### config.mk
export PLATFORM = sky130hd
export DESIGN_NAME = memory_port_arbiter_flat
export DESIGN_NICKNAME = d
export VERILOG_FILES = /design/src/rtl/memory_port_arbiter_if.sv /design/src/rtl/memory_port_arbiter.sv /design/src/flat_wrapper.sv
export SDC_FILE = /design/constraint.sdc
export NUM_CORES = 1
export LEC_CHECK = 0
export ABC_CLOCK_PERIOD_IN_PS = 2900
export CELL_PAD_IN_SITES_DETAIL_PLACEMENT = 0
export CELL_PAD_IN_SITES_GLOBAL_PLACEMENT = 1
export CORE_ASPECT_RATIO = 0.6
export CORE_MARGIN = 1.5
export CORE_UTILIZATION = 33
export CTS_CLUSTER_SIZE = 20
export DETAILED_ROUTE_END_ITERATION = 6
export GPL_ROUTABILITY_DRIVEN = 0
export PLACE_DENSITY_LB_ADDON = 0.15
export SYNTH_ARGS = -nofsm -noshare
export SYNTH_HDL_FRONTEND = slang
export SYNTH_SLANG_ARGS = --single-unit
### constraint.sdc
create_clock -name Clock -period 2.9 [get_ports Clock]
set_clock_uncertainty 0.2 [all_clocks]
set_input_delay 0.725 -clock Clock [delete_from_list [all_inputs] [get_ports Clock]]
set_output_delay 0.725 -clock Clock [all_outputs]
set_load 0.02 [all_outputs]
### src/rtl/memory_port_arbiter_if.sv
// memory_port_arbiter_if -- bundle of the requester and memory-side signals
// of the fetch/data memory port arbiter.
//   slave  : arbiter view (takes requests and memory responses, drives
//            grants, completions, memory command/address/data, stall).
//   master : environment view (requesters plus memory model).
interface memory_port_arbiter_if;
  // fetch requester
  logic        Fetch_Req;
  logic [31:0] Fetch_Addr;
  logic        Fetch_Grant;
  logic        Fetch_Done;
  logic [31:0] Fetch_Data;
  // data (memory-stage) requester
  logic        Data_Req;
  logic [1:0]  Data_Cmd;
  logic [31:0] Data_Addr;
  logic [31:0] Data_Wdata;
  logic        Data_Grant;
  logic        Data_Done;
  logic [31:0] Data_Rdata;
  // memory side
  logic [1:0]  MEM_r_w_z_z;
  logic [31:0] MEM_Addr;
  logic [31:0] MEM_Wdata;
  logic [31:0] MEM_Rdata;
  logic        MEM_Ready;
  // pipeline control
  logic        MA_Select;
  logic        Stall;
  logic        Timeout_Error;

  modport slave (
    input  Fetch_Req, Fetch_Addr,
    output Fetch_Grant, Fetch_Done, Fetch_Data,
    input  Data_Req, Data_Cmd, Data_Addr, Data_Wdata,
    output Data_Grant, Data_Done, Data_Rdata,
    output MEM_r_w_z_z, MEM_Addr, MEM_Wdata,
    input  MEM_Rdata, MEM_Ready,
    output MA_Select, Stall, Timeout_Error
  );

  modport master (
    output Fetch_Req, Fetch_Addr,
    input  Fetch_Grant, Fetch_Done, Fetch_Data,
    output Data_Req, Data_Cmd, Data_Addr, Data_Wdata,
    input  Data_Grant, Data_Done, Data_Rdata,
    input  MEM_r_w_z_z, MEM_Addr, MEM_Wdata,
    output MEM_Rdata, MEM_Ready,
    input  MA_Select, Stall, Timeout_Error
  );
endinterface

### src/rtl/memory_port_arbiter.sv
// memory_port_arbiter -- shares one memory port between the instruction
// fetch and the memory-stage data requester. One access in flight at most;
// ties are broken round-robin. An access that waits WAIT_LIMIT edges for
// MEM_Ready parks the arbiter in a sticky ERROR state until reset.
// Ports:
//   Clock   : sole clock, rising edge.
//   Reset_n : asynchronous active-low reset.
//   bus     : memory_port_arbiter_if.slave (requests, grants, completions,
//             memory command/address/data, MA_Select, Stall, Timeout_Error).
module memory_port_arbiter #(
  parameter int WAIT_LIMIT = 15   // 1..255
) (
  input  logic                  Clock,
  input  logic                  Reset_n,
  memory_port_arbiter_if.slave  bus
);

  localparam logic [1:0] CMD_IDLE  = 2'b00;
  localparam logic [1:0] CMD_READ  = 2'b10;
  localparam logic [1:0] CMD_WRITE = 2'b01;
  localparam logic [7:0] LIMIT     = 8'(WAIT_LIMIT);

  typedef enum logic [1:0] {S_IDLE, S_FETCH, S_DATA, S_ERROR} state_t;

  state_t      state, state_nxt;
  logic        cmd_ok;
  logic        fetch_elig, data_elig;
  logic        grant_f, grant_d;
  logic        ready_hit, timeout_hit;
  logic        last_data;   // 1: data was granted last, so fetch wins a tie
  logic [7:0]  wait_cnt;

  // A requester whose Done pulse is high this cycle is still holding Req
  // only because it has not yet seen the pulse; it must not be re-granted.
  assign cmd_ok     = (bus.Data_Cmd == CMD_READ) || (bus.Data_Cmd == CMD_WRITE);
  assign fetch_elig = bus.Fetch_Req && !bus.Fetch_Done;
  assign data_elig  = bus.Data_Req && !bus.Data_Done && cmd_ok;

  // ---------------------------------------------------------------------
  // FSM
  // ---------------------------------------------------------------------
  always_ff @(posedge Clock or negedge Reset_n) begin
    if (!Reset_n) state <= S_IDLE;
    else          state <= state_nxt;
  end

  always_comb begin
    state_nxt   = state;
    grant_f     = 1'b0;
    grant_d     = 1'b0;
    ready_hit   = 1'b0;
    timeout_hit = 1'b0;
    case (state)
      S_IDLE: begin
        if (data_elig && (!fetch_elig || !last_data)) begin
          grant_d   = 1'b1;
          state_nxt = S_DATA;
        end else if (fetch_elig) begin
          grant_f   = 1'b1;
          state_nxt = S_FETCH;
        end
      end
      S_FETCH, S_DATA: begin
        if (bus.MEM_Ready) begin
          ready_hit = 1'b1;
          state_nxt = S_IDLE;
        end else if (wait_cnt + 8'd1 == LIMIT) begin
          // this edge would be the WAIT_LIMIT-th wait edge
          timeout_hit = 1'b1;
          state_nxt   = S_ERROR;
        end
      end
      S_ERROR: state_nxt = S_ERROR;
      default: state_nxt = S_IDLE;
    endcase
  end

  // ---------------------------------------------------------------------
  // Datapath / output registers
  // ---------------------------------------------------------------------
  always_ff @(posedge Clock or negedge Reset_n) begin
    if (!Reset_n) begin
      bus.Fetch_Grant <= 1'b0;
      bus.Fetch_Done  <= 1'b0;
      bus.Fetch_Data  <= '0;
      bus.Data_Grant  <= 1'b0;
      bus.Data_Done   <= 1'b0;
      bus.Data_Rdata  <= '0;
      bus.MEM_r_w_z_z <= CMD_IDLE;
      bus.MEM_Addr    <= '0;
      bus.MEM_Wdata   <= '0;
      bus.MA_Select   <= 1'b0;
      wait_cnt        <= '0;
      last_data       <= 1'b0;
    end else begin
      // grant and done are single-cycle pulses
      bus.Fetch_Grant <= grant_f;
      bus.Data_Grant  <= grant_d;
      bus.Fetch_Done  <= ready_hit && (state == S_FETCH);
      bus.Data_Done   <= ready_hit && (state == S_DATA);

      // Access parameters are frozen at the grant edge so the requester
      // may change its inputs freely while the access is in flight.
      if (grant_d) begin
        bus.MEM_r_w_z_z <= bus.Data_Cmd;
        bus.MEM_Addr    <= bus.Data_Addr;
        bus.MEM_Wdata   <= bus.Data_Wdata;
        bus.MA_Select   <= 1'b1;
        last_data       <= 1'b1;
      end else if (grant_f) begin
        bus.MEM_r_w_z_z <= CMD_READ;
        bus.MEM_Addr    <= bus.Fetch_Addr;
        bus.MEM_Wdata   <= '0;
        bus.MA_Select   <= 1'b0;
        last_data       <= 1'b0;
      end else if (ready_hit || timeout_hit) begin
        // MA_Select and address are left alone: they hold through IDLE
        bus.MEM_r_w_z_z <= CMD_IDLE;
      end

      if (ready_hit && (state == S_FETCH))
        bus.Fetch_Data <= bus.MEM_Rdata;
      if (ready_hit && (state == S_DATA) && (bus.MEM_r_w_z_z == CMD_READ))
        bus.Data_Rdata <= bus.MEM_Rdata;

      if (grant_f || grant_d)
        wait_cnt <= '0;
      else if ((state == S_FETCH || state == S_DATA) && !bus.MEM_Ready)
        wait_cnt <= wait_cnt + 8'd1;
    end
  end

  // Stall is gated by reset so every output reads 0 while reset is held,
  // even if a requester is already asserting.
  assign bus.Stall = Reset_n &&
                     ((state != S_IDLE) || fetch_elig || data_elig);
  assign bus.Timeout_Error = (state == S_ERROR);

endmodule

### src/flat_wrapper.sv
// flat-port wrapper written by rule: the top's interface ports become plain ports
module memory_port_arbiter_flat 
#(
  parameter int WAIT_LIMIT = 15            
)
  (Clock, Reset_n, bus_Fetch_Req, bus_Fetch_Addr, bus_Fetch_Grant, bus_Fetch_Done, bus_Fetch_Data, bus_Data_Req, bus_Data_Cmd, bus_Data_Addr, bus_Data_Wdata, bus_Data_Grant, bus_Data_Done, bus_Data_Rdata, bus_MEM_r_w_z_z, bus_MEM_Addr, bus_MEM_Wdata, bus_MEM_Rdata, bus_MEM_Ready, bus_MA_Select, bus_Stall, bus_Timeout_Error);
  memory_port_arbiter_if bus_i ();
  input  logic Clock;
  input  logic Reset_n;
  input wire logic [$bits(bus_i.Fetch_Req)-1:0] bus_Fetch_Req;
  input wire logic [$bits(bus_i.Fetch_Addr)-1:0] bus_Fetch_Addr;
  output wire logic [$bits(bus_i.Fetch_Grant)-1:0] bus_Fetch_Grant;
  output wire logic [$bits(bus_i.Fetch_Done)-1:0] bus_Fetch_Done;
  output wire logic [$bits(bus_i.Fetch_Data)-1:0] bus_Fetch_Data;
  input wire logic [$bits(bus_i.Data_Req)-1:0] bus_Data_Req;
  input wire logic [$bits(bus_i.Data_Cmd)-1:0] bus_Data_Cmd;
  input wire logic [$bits(bus_i.Data_Addr)-1:0] bus_Data_Addr;
  input wire logic [$bits(bus_i.Data_Wdata)-1:0] bus_Data_Wdata;
  output wire logic [$bits(bus_i.Data_Grant)-1:0] bus_Data_Grant;
  output wire logic [$bits(bus_i.Data_Done)-1:0] bus_Data_Done;
  output wire logic [$bits(bus_i.Data_Rdata)-1:0] bus_Data_Rdata;
  output wire logic [$bits(bus_i.MEM_r_w_z_z)-1:0] bus_MEM_r_w_z_z;
  output wire logic [$bits(bus_i.MEM_Addr)-1:0] bus_MEM_Addr;
  output wire logic [$bits(bus_i.MEM_Wdata)-1:0] bus_MEM_Wdata;
  input wire logic [$bits(bus_i.MEM_Rdata)-1:0] bus_MEM_Rdata;
  input wire logic [$bits(bus_i.MEM_Ready)-1:0] bus_MEM_Ready;
  output wire logic [$bits(bus_i.MA_Select)-1:0] bus_MA_Select;
  output wire logic [$bits(bus_i.Stall)-1:0] bus_Stall;
  output wire logic [$bits(bus_i.Timeout_Error)-1:0] bus_Timeout_Error;
  assign bus_i.Fetch_Req = bus_Fetch_Req;
  assign bus_i.Fetch_Addr = bus_Fetch_Addr;
  assign bus_Fetch_Grant = bus_i.Fetch_Grant;
  assign bus_Fetch_Done = bus_i.Fetch_Done;
  assign bus_Fetch_Data = bus_i.Fetch_Data;
  assign bus_i.Data_Req = bus_Data_Req;
  assign bus_i.Data_Cmd = bus_Data_Cmd;
  assign bus_i.Data_Addr = bus_Data_Addr;
  assign bus_i.Data_Wdata = bus_Data_Wdata;
  assign bus_Data_Grant = bus_i.Data_Grant;
  assign bus_Data_Done = bus_i.Data_Done;
  assign bus_Data_Rdata = bus_i.Data_Rdata;
  assign bus_MEM_r_w_z_z = bus_i.MEM_r_w_z_z;
  assign bus_MEM_Addr = bus_i.MEM_Addr;
  assign bus_MEM_Wdata = bus_i.MEM_Wdata;
  assign bus_i.MEM_Rdata = bus_MEM_Rdata;
  assign bus_i.MEM_Ready = bus_MEM_Ready;
  assign bus_MA_Select = bus_i.MA_Select;
  assign bus_Stall = bus_i.Stall;
  assign bus_Timeout_Error = bus_i.Timeout_Error;
  memory_port_arbiter #(.WAIT_LIMIT(WAIT_LIMIT)) u_core (.Clock(Clock), .Reset_n(Reset_n), .bus(bus_i));
endmodule
==> flow_metrics.env <==
export IMPL_pin_count=272
export IMPL_rsz0062_at_grt="false"
export IMPL_r2r_start="u_core.state[0]"
export IMPL_synth_seq_area_share_pct=57.7
export IMPL_grt_antenna_before_repair=0
export IMPL_synthCells=405
export IMPL_post_cts_setup_buffers=0
export IMPL_ys_types=39
export IMPL_synth_seq_cells=145
export IMPL_slew_violations=0
export IMPL_portBuffers=271
export IMPL_cp_num_cells=5
export IMPL_area_growth_pct=58.7
export IMPL_multi_input_area_mm2=0.00244
export IMPL_start_util_pct=34.2
export IMPL_whs_ns=0.207
export IMPL_max_freq_mhz=352
export IMPL_synth_area_per_cell_um2=15.5
export IMPL_antenna_cells=0
export IMPL_grt_pass1_vias=4643
export IMPL_path_delay_family="buffers and inverters"
export IMPL_die_y_um=110
export IMPL_postPlaceCellArea_mm2=0.00935
export IMPL_regArea_mm2=0.00363
export IMPL_async_flop_share_pct=100
export IMPL_viasPerCell=4.70
export IMPL_ir_drop_mv=0.447
export IMPL_dieArea_mm2=0.0199
export IMPL_cts_tree="built"
export IMPL_num_fill_cells=1501
export IMPL_power_mw=10.8
export IMPL_hpwl_mm=12.3
export IMPL_startpoint_type="input pin"
export IMPL_htree_num_levels=4
export IMPL_grt_max_degree=146
export IMPL_synthesis_area_mm2=0.00628
export IMPL_fin_crit_ns=2.84
export IMPL_timing_final_crit_share_pct=97.9
export IMPL_grt_pass1_wl_mm=26.3
export IMPL_tightest_slew_ns=0.824
export IMPL_grt_overflow=0
export IMPL_route_detailed_drc=0
export IMPL_cp_required_ns=1.98
export IMPL_finalInstanceArea_mm2=0.00997
export IMPL_status="complete, no violations"
export IMPL_ant_nets=0
export IMPL_end_kind="output pin"
export IMPL_fp_dieW_um=181
export IMPL_track_usage_pct=17.5
export IMPL_fin_tns_setup_ns=0
export IMPL_cts_buffer_depth=2
export IMPL_reg2reg_slack_ns=0.66
export IMPL_rows=38
export IMPL_hold_viol=0
export IMPL_crit_chain="clkdlybuf4s50_1, xor2_1, a211o_1, and2_1, buf_2"
export IMPL_core_area_mm2=0.0184
export IMPL_drtIter0Drc=181
export IMPL_critPathArrivalTime_ns=1.92
export IMPL_routed_wl_mm=17.2
export IMPL_path_max_fanout=2
export IMPL_cts_root_buf="clkbuf_16"
export IMPL_slowest_delay_ns=0.43
export IMPL_p_leak_nw=4.39
export IMPL_path_clk_slew_ns=0.06
export IMPL_r2r_cells=7
export IMPL_hold_path_class="input pin to async pin"
export IMPL_crit_type="input pin to output pin"
export IMPL_crit_path_end="bus_Stall"
export IMPL_synth_main_ff_cell="dfrtp_1"
export IMPL_hold_buffers=0
export IMPL_path_buf_inv=2
export IMPL_synth_nets=546
export IMPL_vias=4437
export IMPL_firstDrtPassIters=4
export IMPL_critPathLaunch="bus_Data_Cmd[0]"
export IMPL_slew_headroom_pct=45.0
export IMPL_cts_inserted_buffers=17
export IMPL_drive_above_1_share_pct=26.4
export IMPL_nNetsFinal=832
export IMPL_post_drt_wl_per_cell_um=18.2
export IMPL_crit_path_top_delay_cell="clkdlybuf4s50_1"
export IMPL_maxCapViolations=0
export IMPL_yosysWarnings=0
export IMPL_synth_edf_count=0
export IMPL_clk_latency_ns=0.42
export IMPL_cts_sinks=145
export IMPL_r2r_end="u_core.bus.MEM_Addr[17]"
export IMPL_p_per_area_mw_per_mm2=1080
export IMPL_report_final_setup_viol=0
==> kinds of logic (layout without fill, tap and decap cells) <==
| kind of cell | count (synthesis) | count (layout) | share of synthesized area (%) |
|---|---|---|---|
| adders and majority gates | 6 | 6 | 1.19 |
| muxes | 130 | 130 | 27.1 |
| xor gates and xnor gates | 8 | 8 | 1.12 |
| buffers and inverters | 34 | 333 | 3.46 |
| DFF | 145 | 145 | 57.7 |
| and+or+nand+nor | 36 | 36 | 3.29 |
| AOI/OAI and AO/OA | 46 | 46 | 6.07 |
==> worst min-delay path by stage <==
stage / cells past startpoint / to / slack (ns) / startpoint
after floorplan: 0 / u_core.bus.Data_Done / 0.23 / Reset_n
after global placement: 1 / u_core.bus.Data_Rdata[6] / 0.27 / u_core.bus.Data_Rdata[6]
after detailed placement: 1 / u_core.bus.MEM_Wdata[6] / 0.28 / u_core.bus.MEM_Wdata[6]
after CTS: 2 / u_core.bus.MEM_Wdata[22] / 0.27 / Reset_n
after global routing: 2 / u_core.bus.MEM_Wdata[22] / 0.29 / Reset_n
final: 2 / u_core.bus.MEM_Wdata[22] / 0.21 / Reset_n
==> cell type report <==
class	instances	share of cell area, %
clock buffers	22	4.66
clock inverters	10	1.58
inverters	9	0.339
multi-input cells	226	24.5
flip-flops and latches	145	36.4
well taps	240	3.01
repair buffers	292	29.5
==> worst reg2reg max path, delay by kind of cell, from the launching register on <==
| family | cells | cell delay, ns |
|---|---|---|
| mux | 2 | 0.60 |
| simple gates | 1 | 0.28 |
| buf+inv | 3 | 0.46 |
| fa+ha+maj | 1 | 0.17 |
| flops | 1 | 0.41 |
==> where the power goes <==
group          internal (mW)  switching (mW)  total (mW)
Clock                   1.48           0.848        2.33
Sequential              2.89           0.488        3.38
Combinational           2.79            2.30        5.09
Total                   7.17            3.63        10.8
==> cells in the final DEF, fill, tap and decap left out, drive strengths merged, types with 2 or more instances in the layout <==
cell type	synthesis	final
clkdlybuf4s50	0	269
dfrtp	145	145
mux2	130	130
a22o	32	32
buf	20	23
clkbuf	5	22
inv	9	9
nor2	9	9
xor2	7	7
ha	6	6
clkinv	0	6
nand2	5	5
bufinv	0	4
nor2b	3	3
nand3b	3	3
o31ai	3	3
nand4	3	3
and3	3	3
a31oi	2	2
and2	2	2
a211oi	2	2
nor3	2	2
==> state kept, by name (all words and copies together), names as in the netlist <==
| signal | flops |
|---|---|
| u_core.state | 2 |
| u_core.bus.MEM_r_w_z_z | 2 |
| u_core.bus.Data_Rdata | 32 |
| u_core.bus.MEM_Wdata | 32 |
| u_core.bus.MEM_Addr | 32 |
| u_core.bus.Data_Done | 1 |
| u_core.wait_cnt | 8 |
| u_core.bus.Data_Grant | 1 |
| u_core.bus.Fetch_Done | 1 |
| u_core.bus.Fetch_Grant | 1 |
| u_core.bus.MA_Select | 1 |
| u_core.bus.Fetch_Data | 32 |
==> metrics by stage <==
step	utilization, %	worst slack [ns]	instances
after CTS	54.3	0.0227	944
final	54.3	0.0595	944
after detailed placement	51.0	-0.359	912
after floorplan	-	0.540	405
after global routing	54.3	0.0146	944
after global placement	51.0	-0.371	912
==> per-layer routing <==
layer  global-route usage, %  share of wire [%]  wire [um]
met5                       0                  0          0
met4                    7.50                2.0        348
met3                    5.60                6.7       1150
met2                    28.0                 48       8190
met1                    21.9                 44       7490
==> synthesized netlist by cell type (all sizes together) (3+ instances only) <==
master	n	area, um2
dfrtp	145	3630
mux2	130	1700
a22o	32	280
buf	20	165
inv	9	33.8
nor2	9	33.8
xor2	7	61.3
ha	6	75.1
clkbuf	5	18.8
nand2	5	18.8
and3	3	18.8
nand3b	3	22.5
nand4	3	18.8
nor2b	3	18.8
o31ai	3	22.5
==> repair_timing <==
action | in CTS | in global routing
pin swaps | 0 | 1
endpoints found under the setup margin | 1 | 1
gates resized for setup | 4 | 0
No activity file was read; power rests on OpenSTA's default activity.
